$ cat config.mk
export PLATFORM = sky130hd
export DESIGN_NAME = pc_alu_control
export DESIGN_NICKNAME = d
export VERILOG_FILES = /design/src/rtl/pc_alu_control.sv
export SDC_FILE = /design/constraint.sdc
export NUM_CORES = 1
export LEC_CHECK = 0
export BUFFER_PORTS_ARGS = -buffer_cell sky130_fd_sc_hd__buf_2
export CAP_MARGIN = 20
export CORE_MARGIN = 5
export CORE_UTILIZATION = 40
export DETAILED_ROUTE_END_ITERATION = 6
export PLACE_DENSITY = 0.63
export RECOVER_POWER = 25
export SYNTH_ARGS = -nofsm -noshare
export SYNTH_HDL_FRONTEND = slang
export SYNTH_SLANG_ARGS = --single-unit
export TNS_END_PERCENT = 30
$ cat constraint.sdc
create_clock -name clk -period 4.66 [get_ports clk]
set_input_delay 0.233 -clock clk [delete_from_list [all_inputs] [get_ports clk]]
set_output_delay 0.233 -clock clk [all_outputs]
set_load 0.02 [all_outputs]
$ cat src/rtl/pc_alu_control.sv
// Single-cycle datapath slice: registered program counter, combinational
// opcode decode into control signals, and a combinational 32-bit ALU.
module pc_alu_control #(
  parameter logic [31:0] RESET_PC = 32'h0000_0000,
  parameter int          PC_STEP  = 4
) (
  input  logic        clk,
  input  logic        rst,
  input  logic [31:0] pc,
  input  logic [31:0] jump_address,
  input  logic [5:0]  opcode,
  input  logic [5:0]  sel,
  input  logic [31:0] a,
  input  logic [31:0] b,
  output logic [31:0] pc_out,
  output logic        regDest,
  output logic        jump,
  output logic        branch,
  output logic        MemRead,
  output logic        MemtoReg,
  output logic        MemWrite,
  output logic        ALUSrc,
  output logic        RegWrite,
  output logic [1:0]  ALUOp,
  output logic [31:0] ans,
  output logic        zero
);

  localparam logic [31:0] PC_STEP_W = 32'(PC_STEP);

  localparam logic [5:0] OP_RTYPE = 6'b000000;
  localparam logic [5:0] OP_LW    = 6'b100011;
  localparam logic [5:0] OP_SW    = 6'b101011;
  localparam logic [5:0] OP_BEQ   = 6'b000100;
  localparam logic [5:0] OP_ADDI  = 6'b001000;
  localparam logic [5:0] OP_J     = 6'b000010;

  localparam logic [5:0] FN_ADD = 6'b100000;
  localparam logic [5:0] FN_SUB = 6'b100010;
  localparam logic [5:0] FN_AND = 6'b100100;
  localparam logic [5:0] FN_OR  = 6'b100101;
  localparam logic [5:0] FN_NOR = 6'b100111;
  localparam logic [5:0] FN_SLT = 6'b101010;

  // Control vector order: regDest,jump,branch,MemRead,MemtoReg,MemWrite,ALUSrc,RegWrite,ALUOp
  logic [9:0] ctrl;

  always_comb begin
    ctrl = 10'b0000000000;
    case (opcode)
      OP_RTYPE: ctrl = 10'b1000000110;
      OP_LW:    ctrl = 10'b0001101100;
      OP_SW:    ctrl = 10'b0000011000;
      OP_BEQ:   ctrl = 10'b0010000001;
      OP_ADDI:  ctrl = 10'b0000001100;
      OP_J:     ctrl = 10'b0100000000;
      default:  ctrl = 10'b0000000000;
    endcase
  end

  assign {regDest, jump, branch, MemRead, MemtoReg, MemWrite, ALUSrc, RegWrite, ALUOp} = ctrl;

  function automatic logic [31:0] slt_s(input logic signed [31:0] x,
                                        input logic signed [31:0] y);
    return (x < y) ? 32'd1 : 32'd0;
  endfunction

  logic signed [31:0] a_s;
  logic signed [31:0] b_s;
  assign a_s = a;
  assign b_s = b;

  // Add/sub wrap naturally at 32 bits; no overflow detection.
  always_comb begin
    ans = 32'd0;
    case (ALUOp)
      2'b00: ans = a + b;
      2'b01: ans = a - b;
      2'b10: begin
        case (sel)
          FN_ADD:  ans = a + b;
          FN_SUB:  ans = a - b;
          FN_AND:  ans = a & b;
          FN_OR:   ans = a | b;
          FN_NOR:  ans = ~(a | b);
          FN_SLT:  ans = slt_s(a_s, b_s);
          default: ans = 32'd0;
        endcase
      end
      default: ans = 32'd0;
    endcase
  end

  assign zero = (ans == 32'd0);

  logic [31:0] pc_next;
  assign pc_next = jump ? jump_address : (pc + PC_STEP_W);

  // Only the PC is stateful; reset forces it asynchronously.
  always_ff @(posedge clk or posedge rst) begin
    if (rst) pc_out <= RESET_PC;
    else     pc_out <= pc_next;
  end

endmodule

# Word-level counts from Yosys, hierarchy flattened
# Index checks and enable logic that the tools add are counted.
[classes]
add_sub_neg = 3
magnitude_cmp = 1
n_bitwise = 3
n_mux = 5
reduce_logical = 3
mul = 0
n_eq_ne = 13
shifts = 0
div_mod_pow = 0
[op_table]
columns = ["operator", "n"]
rows = [
  ["32-bit case mux with 6 select lines", 1],
  ["32-bit case mux with 3 select lines", 1],
  ["10-bit case mux with 6 select lines", 1],
  ["6-bit == test (second input constant)", 8],
  ["32-bit by 3-bit adder with 32-bit output (second input constant)", 1],
  ["32-bit adder", 1],
  ["32-bit AND", 1],
  ["32-bit logical NOT", 1],
  ["32-bit < comparator", 1],
  ["32-bit two-way mux", 1],
  ["32-bit inverter", 1],
  ["32-bit OR", 1],
  ["32-bit subtractor", 1],
  ["6-bit by 2-bit == test with 1-bit output (second input constant)", 1],
  ["6-bit by 3-bit == test with 1-bit output (second input constant)", 1],
  ["6-bit by 4-bit == test with 1-bit output (second input constant)", 1],
  ["6-bit logical NOT", 1],
  ["2-bit by 1-bit == test with 1-bit output (second input constant)", 1],
  ["2-bit == test (second input constant)", 1],
  ["2-bit logical NOT", 1],
  ["1-bit two-way mux", 1],
]
[totals]
inputBits = 142
ram_bits = 0
word_cells = 29
ff_bits = 32
memories = 0
latch_bits = 0
out_inout_bits = 75
romBits = 0

# Depth between registers and ports, before layout
# Gate-level depths: netlist of the first run.
[depth]
depth_word = 5
ltp_mapped = 14
mapped_depth_nobuf = 14

# Worst setup path after synthesis of the first run
# No wires, ideal clock.
[synth_timing]
kind = "input to output"
start = "in a[0]"
end = "out zero"
arrival_time_ps = 3898
path_stages = 14
path_slack_ps = 529
t_required_ps = 4427
path_buffers = 0
cell_sequence = "inv_1 > ha_1 > fa_1 > nor3_1 > o31ai_1 > a2111oi_0 > nor2_1 > o21ba_2 > a221o_1 > nand2_1 > o21ai_0 > or3_1 > or4_1 > and4bb_1"
[synth_between]
word_cells_on_any_way = 10
cone_classes = "add/sub: 2; order compare: 1; mux: 3; bitwise: 3; reduce/logical: 1"
[synth_rtl]
columns = ["element", "line", "source"]
rows = [
  ["start, declared", "13", "input logic [31:0] a,"],
  ["32-bit subtractor / 32-bit adder (equally long branches)", "-", ""],
  ["32-bit case mux with 6 select lines", "80", "case (sel)"],
  ["32-bit case mux with 3 select lines *", "76", "case (ALUOp)"],
  ["named net ans[16]", "25", "output logic [31:0] ans,"],
  ["32-bit logical NOT *", "94", "assign zero = (ans == 32'd0);"],
  ["end, declared", "26", "output logic zero"],
]
# Mark *: on every way through the listed nets, which the timed path passes. The rest lies on a longest branch.

# Worst setup path after layout of the first run
[layout_timing]
start = "in b[0]"
end = "out zero"
[layout_between]
elab_chain_len = 5
word_cells_on_any_way = 10
cone_classes = "add/sub: 2; order compare: 1; mux: 3; bitwise: 3; reduce/logical: 1"
[layout_rtl]
columns = ["element", "line", "source"]
rows = [
  ["start, declared", "14", "input logic [31:0] b,"],
  ["32-bit < comparator / 32-bit OR (equally long branches)", "65, 84, 85", ""],
  ["1-bit two-way mux / 32-bit inverter (equally long branches)", "65, 85", ""],
  ["32-bit case mux with 6 select lines", "80", ""],
  ["32-bit case mux with 3 select lines *", "76", ""],
  ["32-bit logical NOT *", "94", ""],
]
# Every way passes the cells marked *; elsewhere a longest branch is shown, timed or not.

==> results of run 1 <==
==> layer usage <==
| layer | part of all wire [%] | vias to the layer above | global-route usage [%] |
|---|---|---|---|
| met4 | 2.7 | 0 | 7.953 |
| met3 | 9.4 | 59 | 3.023 |
| met5 | 0 | - | 0 |
| met1 | 41 | 3958 | 32.03 |
| met2 | 47 | 463 | 43.43 |
| li1 | - | 4173 | - |
==> where the power goes <==
part / switching, W / total (W) / internal, W
Combinational: 0.000632 / 0.00100 / 0.000371
Clock: 0.000114 / 0.000365 / 0.000251
Sequential: 0.00000510 / 0.000301 / 0.000296
Total: 0.000752 / 0.00167 / 0.000917
==> cell families after synthesis <==
| kind of cell | count (synthesis) | synth area share (%) |
|---|---|---|
| AO/OA/AOI/OAI | 358 | 33.27 |
| adder cells (fa/ha/maj) | 105 | 18.32 |
| multiplexers | 1 | 0.1380 |
| AND/OR/NAND/NOR | 335 | 22.25 |
| flip-flops | 32 | 11.04 |
| XOR/XNOR | 53 | 6.399 |
| buffers and inverters | 162 | 8.589 |
==> stage by stage <==
step | cells | cell area (µm²) | total power, W
global placement | 1463 | 8636 | 0.001287
CTS | 1471 | 8800 | 0.001661
floorplan | 1046 | 7254 | 0.0009324
finish | 1471 | 8801 | 0.001669
detailed placement | 1463 | 8636 | 0.001289
global route | 1471 | 8801 | 0.001777
==> worst paths after layout <==
kind                       slack, ns                   end  depth (start not counted)
worst max-delay path            0.18                  zero                         15
worst min-delay path            0.15   pc_out[1]$_DFF_PP0_                          3
max in group asynchronous       3.05   pc_out[6]$_DFF_PP0_                          3
min in group asynchronous       0.58  pc_out[26]$_DFF_PP0_                          3
==> cell type report <==
type,instances,area [µm²],share of cell area (%)
Tap cell,229,286.5,3.256
Timing Repair Buffer,249,1323,15.03
Multi-Input combinational cell,852,5848,66.45
Inverter,101,379.1,4.308
Sequential cell,32,800.8,9.099
Clock inverter,2,35.03,0.3981
Clock buffer,6,128.9,1.464
==> worst min-delay path, stage by stage <==
cell and delay, ns:
sky130_fd_sc_hd__buf_2 0.08, sky130_fd_sc_hd__nand2_1 0.04, sky130_fd_sc_hd__nand2_1 0.05
==> Yosys cell counts, types with 4 or more instances <==
cell	n
sky130_fd_sc_hd__a22oi_1	9
sky130_fd_sc_hd__or4_1	9
sky130_fd_sc_hd__nand2b_1	10
sky130_fd_sc_hd__o21ai_1	9
sky130_fd_sc_hd__o22ai_1	12
sky130_fd_sc_hd__o211ai_1	8
sky130_fd_sc_hd__buf_1	9
sky130_fd_sc_hd__nor2b_1	16
sky130_fd_sc_hd__xor2_1	21
sky130_fd_sc_hd__nand4_1	7
sky130_fd_sc_hd__a21o_1	7
sky130_fd_sc_hd__a211oi_1	36
sky130_fd_sc_hd__inv_1	94
sky130_fd_sc_hd__o31ai_1	13
sky130_fd_sc_hd__nand3_1	20
sky130_fd_sc_hd__nor4_1	10
sky130_fd_sc_hd__nand2_1	99
sky130_fd_sc_hd__o21bai_1	14
sky130_fd_sc_hd__a31oi_1	29
sky130_fd_sc_hd__clkbuf_1	46
sky130_fd_sc_hd__nor2_1	96
sky130_fd_sc_hd__a22o_1	7
sky130_fd_sc_hd__ha_1	103
sky130_fd_sc_hd__nor3_1	25
sky130_fd_sc_hd__o221ai_1	14
sky130_fd_sc_hd__o21a_1	5
sky130_fd_sc_hd__or2_2	5
sky130_fd_sc_hd__o21ai_0	69
sky130_fd_sc_hd__a21oi_1	69
sky130_fd_sc_hd__xnor2_1	32
sky130_fd_sc_hd__inv_2	5
sky130_fd_sc_hd__a221o_1	11
sky130_fd_sc_hd__and2_1	4
sky130_fd_sc_hd__and3_1	8
sky130_fd_sc_hd__dfrtp_1	32
sky130_fd_sc_hd__a221oi_1	8
sky130_fd_sc_hd__or3_1	9
==> flow_summary.rst, run 1 <==
.. list-table::
   :header-rows: 1

   * - Metric
     - Value
   * - Result of the run
     - complete, but fails checks
   * - Failing checks
     - max-capacitance violations, max-slew violations
   * - Largest net degree at the start of global routing
     - 69
   * - Number of top-level design ports
     - 217
   * - Filler cell count in the final layout
     - 1890
   * - Fraction of layout cells with a size suffix above 1
     - 22.46%
   * - Vias in the first global route
     - around 8100
   * - Antenna Cells
     - 0
   * - Critical path's slowest cell
     - sky130_fd_sc_hd__or4_1
   * - Yosys Warn Count
     - 0
   * - Number of optimization iterations in the first detailed-route pass
     - 6
   * - Fmax
     - 223.1 MHz
   * - Setup-violating endpoint count in the final report
     - 0
   * - Via count of the routed design
     - 8653
   * - Buffer cell driving the clock tree root
     - sky130_fd_sc_hd__clkbuf_16
   * - Cells resized by post-CTS repair
     - 0
   * - Worst-path cell chain
     - buf_2, ha_2, inv_1, fa_1, nand2b_1, a2111o_1, a22o_1, a221oi_2, o22ai_1, or4_1, nor4_1, nand4b_1, or4_1, and4bb_1, buf_2
   * - RSZ-0062 raised after global routing
     - false
   * - Fin util
     - 49.16%
   * - Biggest area contributors in the synthesized netlist
     - sky130_fd_sc_hd__ha_1 18%, sky130_fd_sc_hd__dfrtp_1 11%, sky130_fd_sc_hd__nand2_1 5.1%
   * - Register bank with the most flops
     - pc_out
   * - CTS clock-pin slew for the worst setup and hold paths
     - approximately 0.050 ns
   * - Max_cap viols
     - 1
   * - Final number of hold-violating endpoints
     - 0
   * - Setup Total Neg Slack
     - 0 ns
   * - Maximum level of the CTS H-tree
     - 2
   * - Static Leak
     - 4.115 nW
   * - Count of pins over their slew limit
     - 33
   * - Number of enable-type register cells in the synthesized netlist
     - 0
   * - Horizontal die dimension
     - 144.7 µm
   * - Bufs and invs on worst path
     - 3
   * - Share of the synthesized area in the top cell type
     - 17.76%
   * - Crit path capture type
     - output port
   * - Total of buffers placed on input and output ports
     - 216
   * - Post-synth top flop
     - sky130_fd_sc_hd__dfrtp_1
   * - Height of the chip
     - 144.7 µm
   * - Normalized max-slew margin
     - -18.79%
   * - Count of buffers added by post-CTS timing repair for setup
     - 0
   * - Gate count of the mapped netlist
     - 1046
   * - Top library cells by usage in the layout, fill and taps aside
     - 214 x sky130_fd_sc_hd__buf_2, 102 x sky130_fd_sc_hd__ha_1, 99 x sky130_fd_sc_hd__nand2_1
   * - CTS sink cnt
     - 32
   * - Delay of the slowest critical-path stage
     - 0.57 ns
   * - Fraction of registers with async set/reset
     - 100.0%
   * - Initial Utilization
     - between 40% and 50%
   * - Worst-path fanout max
     - 4
   * - Average cell area after synthesis
     - just under 7 µm²
   * - Largest registers
     - pc_out: 32 flops
   * - Critical path required time
     - roughly 4.4 ns
   * - Cell type contributing the most total cell area after synthesis
     - sky130_fd_sc_hd__ha_1
   * - Tightest hold margin
     - approximately 0.15 ns
   * - Actual transition at the worst max-transition pin
     - 1.782 ns
   * - Overall routing resource usage
     - 24.91%
   * - Number of flip-flops in the largest register
     - 32
   * - Register bit total from synthesis
     - 32
   * - Cell family with most CP delay
     - simple AND/OR/NAND/NOR gates
   * - Final Wtd Congestion
     - 0.9731
   * - Standard-cell rows
     - 49
   * - Distinct cells, synth
     - 77
   * - Placeable core area
     - 17900 µm²
   * - Fraction of the yosys area taken by sequential cells
     - 11.04%
   * - Worst setup startpoint
     - b[0]
   * - Clock period minus final worst setup slack
     - 4.482 ns
   * - DRT iter0 DRCs
     - 767
   * - Power density over the cells
     - 189.6 nW/µm²
   * - Post-Place Worst Slack
     - 0.1888 ns
   * - Kind of start point of the critical path
     - input port
   * - Path category of the worst min-delay check
     - input port to flip-flop
   * - Residual DRC count
     - 0
   * - Number of antenna violations at the first check in global routing
     - 0
   * - Data arrival, critical path
     - 4.25 ns
   * - Post-detailed-placement half-perimeter wirelength
     - 22870 µm
   * - Total Die Area
     - ~21000 µm²
   * - Crit Path Class
     - input port to output port
   * - Number of vias per cell
     - 5.882
   * - Most common library cell in the layout ignoring fill and taps
     - sky130_fd_sc_hd__buf_2
   * - Global-route wire length before repair
     - 42300 µm
   * - Period utilisation layout
     - 96.18%
   * - TritonCTS clock tree
     - yes
   * - Number of nets with antenna violations after routing
     - 0
   * - Peak VDD IR
     - between 200 and 300 µV
   * - Origin of the worst min-delay path
     - jump_address[1]
   * - Syn nets
     - 1293
   * - Congestion Overflow GR
     - 0
   * - Synth-to-layout area growth
     - 21.32%
   * - WL final
     - ~28000 µm
   * - Routed wire per std cell
     - 18.73 µm
   * - Setup slack of the critical path after layout
     - 0.1781 ns
   * - Maximum buffer depth of the clock tree
     - 2
   * - Nets
     - 1488
   * - Hold-fix buffers, CTS
     - 0
   * - Inserted Clock Buffers
     - 5
   * - Netlist Area Pre-Place
     - 7254 µm²
Power figures use the tool's default switching activity.
==> run 2, diff against run 1 <==
Clock period 4.66 ns to 5.05 ns, I/O delays scaled along.
==> run 2 against run 1 <==
Final cell count decreased by 0.95%. Critical path depth unchanged. Total power decreased by 11%. The flow still finishes with violations (max-capacitance violations, max-slew violations). Largest cell class unchanged. Via count decreased by 1.6%. Final area decreased by 1.5%. Sequential power decreased by 7.6%. Critical endpoint unchanged. Worst hold slack improved by 0.020 ns. Sequential share of layout area increased by 0.14 points. Routed wire length decreased by 2.6%. Flip-flop and latch count unchanged. Core utilization decreased by 0.73 points.
==> flow_summary.rst, run 2 (synthesis results as in run 1) <==
.. list-table::
   :header-rows: 1

   * - Metric
     - Value
   * - Origin of the worst min-delay path
     - jump_address[0]
   * - Post-route cell area
     - 8671 µm² (-1.5%)
   * - Count of pins over their slew limit
     - 33 (unchanged)
   * - Setup Total Neg Slack
     - 0 ns (unchanged)
   * - Hold Path End
     - pc_out[0]$_DFF_PP0_
   * - Actual transition at the worst max-transition pin
     - 1.733 ns (-0.04846 ns)
   * - Register bank with the most flops
     - pc_out
   * - Overall routing resource usage
     - 24.12% (-0.78 points)
   * - Static Leak
     - 4.039 nW (-1.8%)
   * - Normalized max-slew margin
     - -15.56% (+3.2 points)
   * - Routed wire per std cell
     - 18.41 µm (-1.7%)
   * - Largest net degree at the start of global routing
     - 69 (unchanged)
   * - Area of the multi-input gates
     - 5841 µm² (-0.13%)
   * - Clock period minus final worst setup slack
     - 4.671 ns
   * - Largest registers
     - pc_out: 32 flops
   * - Kind of start point of the critical path
     - input port
   * - Post-detailed-placement half-perimeter wirelength
     - 22160 µm (-3.1%)
   * - Worst-path fanout max
     - 6 (+2)
   * - Placeable core area
     - 17900 µm² (unchanged)
   * - Total Die Area
     - 20930 µm² (unchanged)
   * - Fmax
     - 214.1 MHz
   * - Cell depth of the worst min-delay path
     - 3 (unchanged)
   * - Antenna Cells
     - 0 (unchanged)
   * - Result of the run
     - complete, but fails checks
   * - Cells resized by post-CTS repair
     - 0 (unchanged)
   * - Buffer cell driving the clock tree root
     - sky130_fd_sc_hd__clkbuf_16
   * - Maximum level of the CTS H-tree
     - 2 (unchanged)
   * - Vias in the first global route
     - 7897 (-2.7%)
   * - Final Wtd Congestion
     - 0.9781 (+0.51%)
   * - Total of buffers placed on input and output ports
     - 216 (unchanged)
   * - Path category of the worst min-delay check
     - input port to flip-flop
   * - Count of buffers added by post-CTS timing repair for setup
     - 0 (unchanged)
   * - DRT iter0 DRCs
     - 688 (-10%)
   * - Horizontal die dimension
     - 144.7 µm (unchanged)
   * - Number of standard cells in the layout, taps in and fillers out
     - 1457 (-0.95%)
   * - Top library cells by usage in the layout, fill and taps aside
     - 214 x sky130_fd_sc_hd__buf_2, 103 x sky130_fd_sc_hd__ha_1, 99 x sky130_fd_sc_hd__nand2_1
   * - Setup-violating endpoint count in the final report
     - 0 (unchanged)
   * - RSZ-0062 raised after global routing
     - false
   * - Number of antenna violations at the first check in global routing
     - 0 (unchanged)
   * - Residual DRC count
     - 0 (unchanged)
   * - Congestion Overflow GR
     - 0 (unchanged)
   * - Most common library cell in the layout ignoring fill and taps
     - sky130_fd_sc_hd__buf_2
   * - Via count of the routed design
     - 8512 (-1.6%)
   * - Data arrival, critical path
     - 4.42 ns (+0.17 ns)
   * - CTS clock-pin slew for the worst setup and hold paths
     - 0.05 ns (about the same)
   * - Number of flip-flops in the largest register
     - 32 (unchanged)
   * - Maximum buffer depth of the clock tree
     - 2 (unchanged)
   * - Period utilisation layout
     - 92.49%
   * - Number of optimization iterations in the first detailed-route pass
     - 7 (+1)
   * - CTS sink cnt
     - 32 (unchanged)
   * - Final number of hold-violating endpoints
     - 0 (unchanged)
   * - Fraction of layout cells with a size suffix above 1
     - 21.34% (-1.1 points)
   * - Height of the chip
     - 144.7 µm (unchanged)
   * - Power density over the cells
     - 170.9 nW/µm² (-9.9%)
   * - Critical path required time
     - 4.80 ns (+0.37 ns)
   * - TritonCTS clock tree
     - yes
   * - Nets
     - 1474 (-0.94%)
   * - Synth-to-layout area growth
     - 19.52%
   * - Max_cap viols
     - 1 (unchanged)
   * - Crit path capture type
     - output port
   * - Number of top-level design ports
     - 217 (unchanged)
   * - Crit Path Class
     - input port to output port
   * - Hold-fix buffers, CTS
     - 0 (unchanged)
   * - Failing checks
     - max-capacitance violations, max-slew violations
   * - Footprint of the flip-flops and latches
     - 800.8 µm² (unchanged)
   * - Initial Utilization
     - 40.52% (unchanged)
   * - Number of nets with antenna violations after routing
     - 0 (unchanged)
   * - Peak VDD IR
     - 350.1 µV (+20%)
   * - Global-route wire length before repair
     - 40870 µm (-3.4%)
   * - Standard-cell rows
     - 49 (unchanged)
   * - Filler cell count in the final layout
     - 1855 (-1.9%)
   * - Total placed cells including tap cells
     - 1449 (-0.96%)
   * - Number of vias per cell
     - 5.842 (-0.68%)
   * - Area after detailed placement
     - 8531 µm² (-1.2%)
   * - Inserted Clock Buffers
     - 5 (unchanged)
   * - WL final
     - 26820 µm (-2.6%)
-- run 2: changes by cell type in the layout (fill, tap and decap cells not counted), sizes merged --
cell	delta
buf	-14
bufinv	-1
clkbuf	+2
clkinv	-1
-- run 2: where the power goes --
part | switching, W | internal, W | total [W] | leakage [nW]
Clock | 0.000103 | 0.000196 | 0.000299 | 0.0712
Combinational | 0.000576 | 0.000330 | 0.000905 | 3.59
Sequential | 0.00000459 | 0.000273 | 0.000278 | 0.373
Total | 0.000683 | 0.000799 | 0.00148 | 4.04
-- run 2: how the worst max path moves through the flow --
stage,start,end,slack (ns),cells after the start
after CTS,b[0],zero,0.43,15
after global placement,a[0],zero,0.46,17
final,b[0],zero,0.38,15
after detailed placement,b[0],zero,0.45,15
after global routing,a[0],zero,0.11,17
after floorplan,a[0],zero,0.88,14
-- run 2: worst max-delay path, cell delays in order --
cell and delay, ns:
sky130_fd_sc_hd__buf_2 0.11, sky130_fd_sc_hd__ha_1 0.23, sky130_fd_sc_hd__inv_1 0.07, sky130_fd_sc_hd__fa_1 0.38, sky130_fd_sc_hd__nand2b_1 0.17, sky130_fd_sc_hd__a2111o_1 0.39
sky130_fd_sc_hd__a22o_1 0.28, sky130_fd_sc_hd__a221oi_2 0.29, sky130_fd_sc_hd__o22ai_1 0.12, sky130_fd_sc_hd__or4_1 0.53, sky130_fd_sc_hd__nor4_1 0.44, sky130_fd_sc_hd__nand4b_1 0.17
sky130_fd_sc_hd__or4_1 0.51, sky130_fd_sc_hd__and4bb_1 0.29, sky130_fd_sc_hd__buf_2 0.16
-- run 2: metrics by stage --
step                setup WS (ns)  total power, W  util, %  hold slack, ns
floorplan                  0.8802       0.0008604        -          0.3372
detailed placement         0.4526        0.001170    47.65          0.3612
finish                     0.3792        0.001482    48.43          0.1719
CTS                        0.4268        0.001474    48.47         0.07314
global placement           0.4621        0.001169    47.65          0.3561
global route               0.1098        0.001575    48.43          0.1775
-- run 2: per-layer routing --
| metal | part of all wire [%] | track usage (%) | vias up | routed length [µm] |
|---|---|---|---|---|
| met3 | 8.8 | 3.319 | 79 | 2362 |
| met4 | 3.8 | 9.573 | 0 | 1024 |
| met5 | 0 | 0 | - | 0 |
| li1 | - | - | 4140 | - |
| met2 | 46 | 41.60 | 430 | 12360 |
| met1 | 41 | 30.41 | 3863 | 11080 |
-- run 2: layout make-up --
type / instances / area share [%]
clock buffers: 8 / 1.688
inverters: 101 / 4.372
well taps: 229 / 3.304
multi-input cells: 852 / 67.36
repair buffers: 235 / 14.04
flip-flops and latches: 32 / 9.235
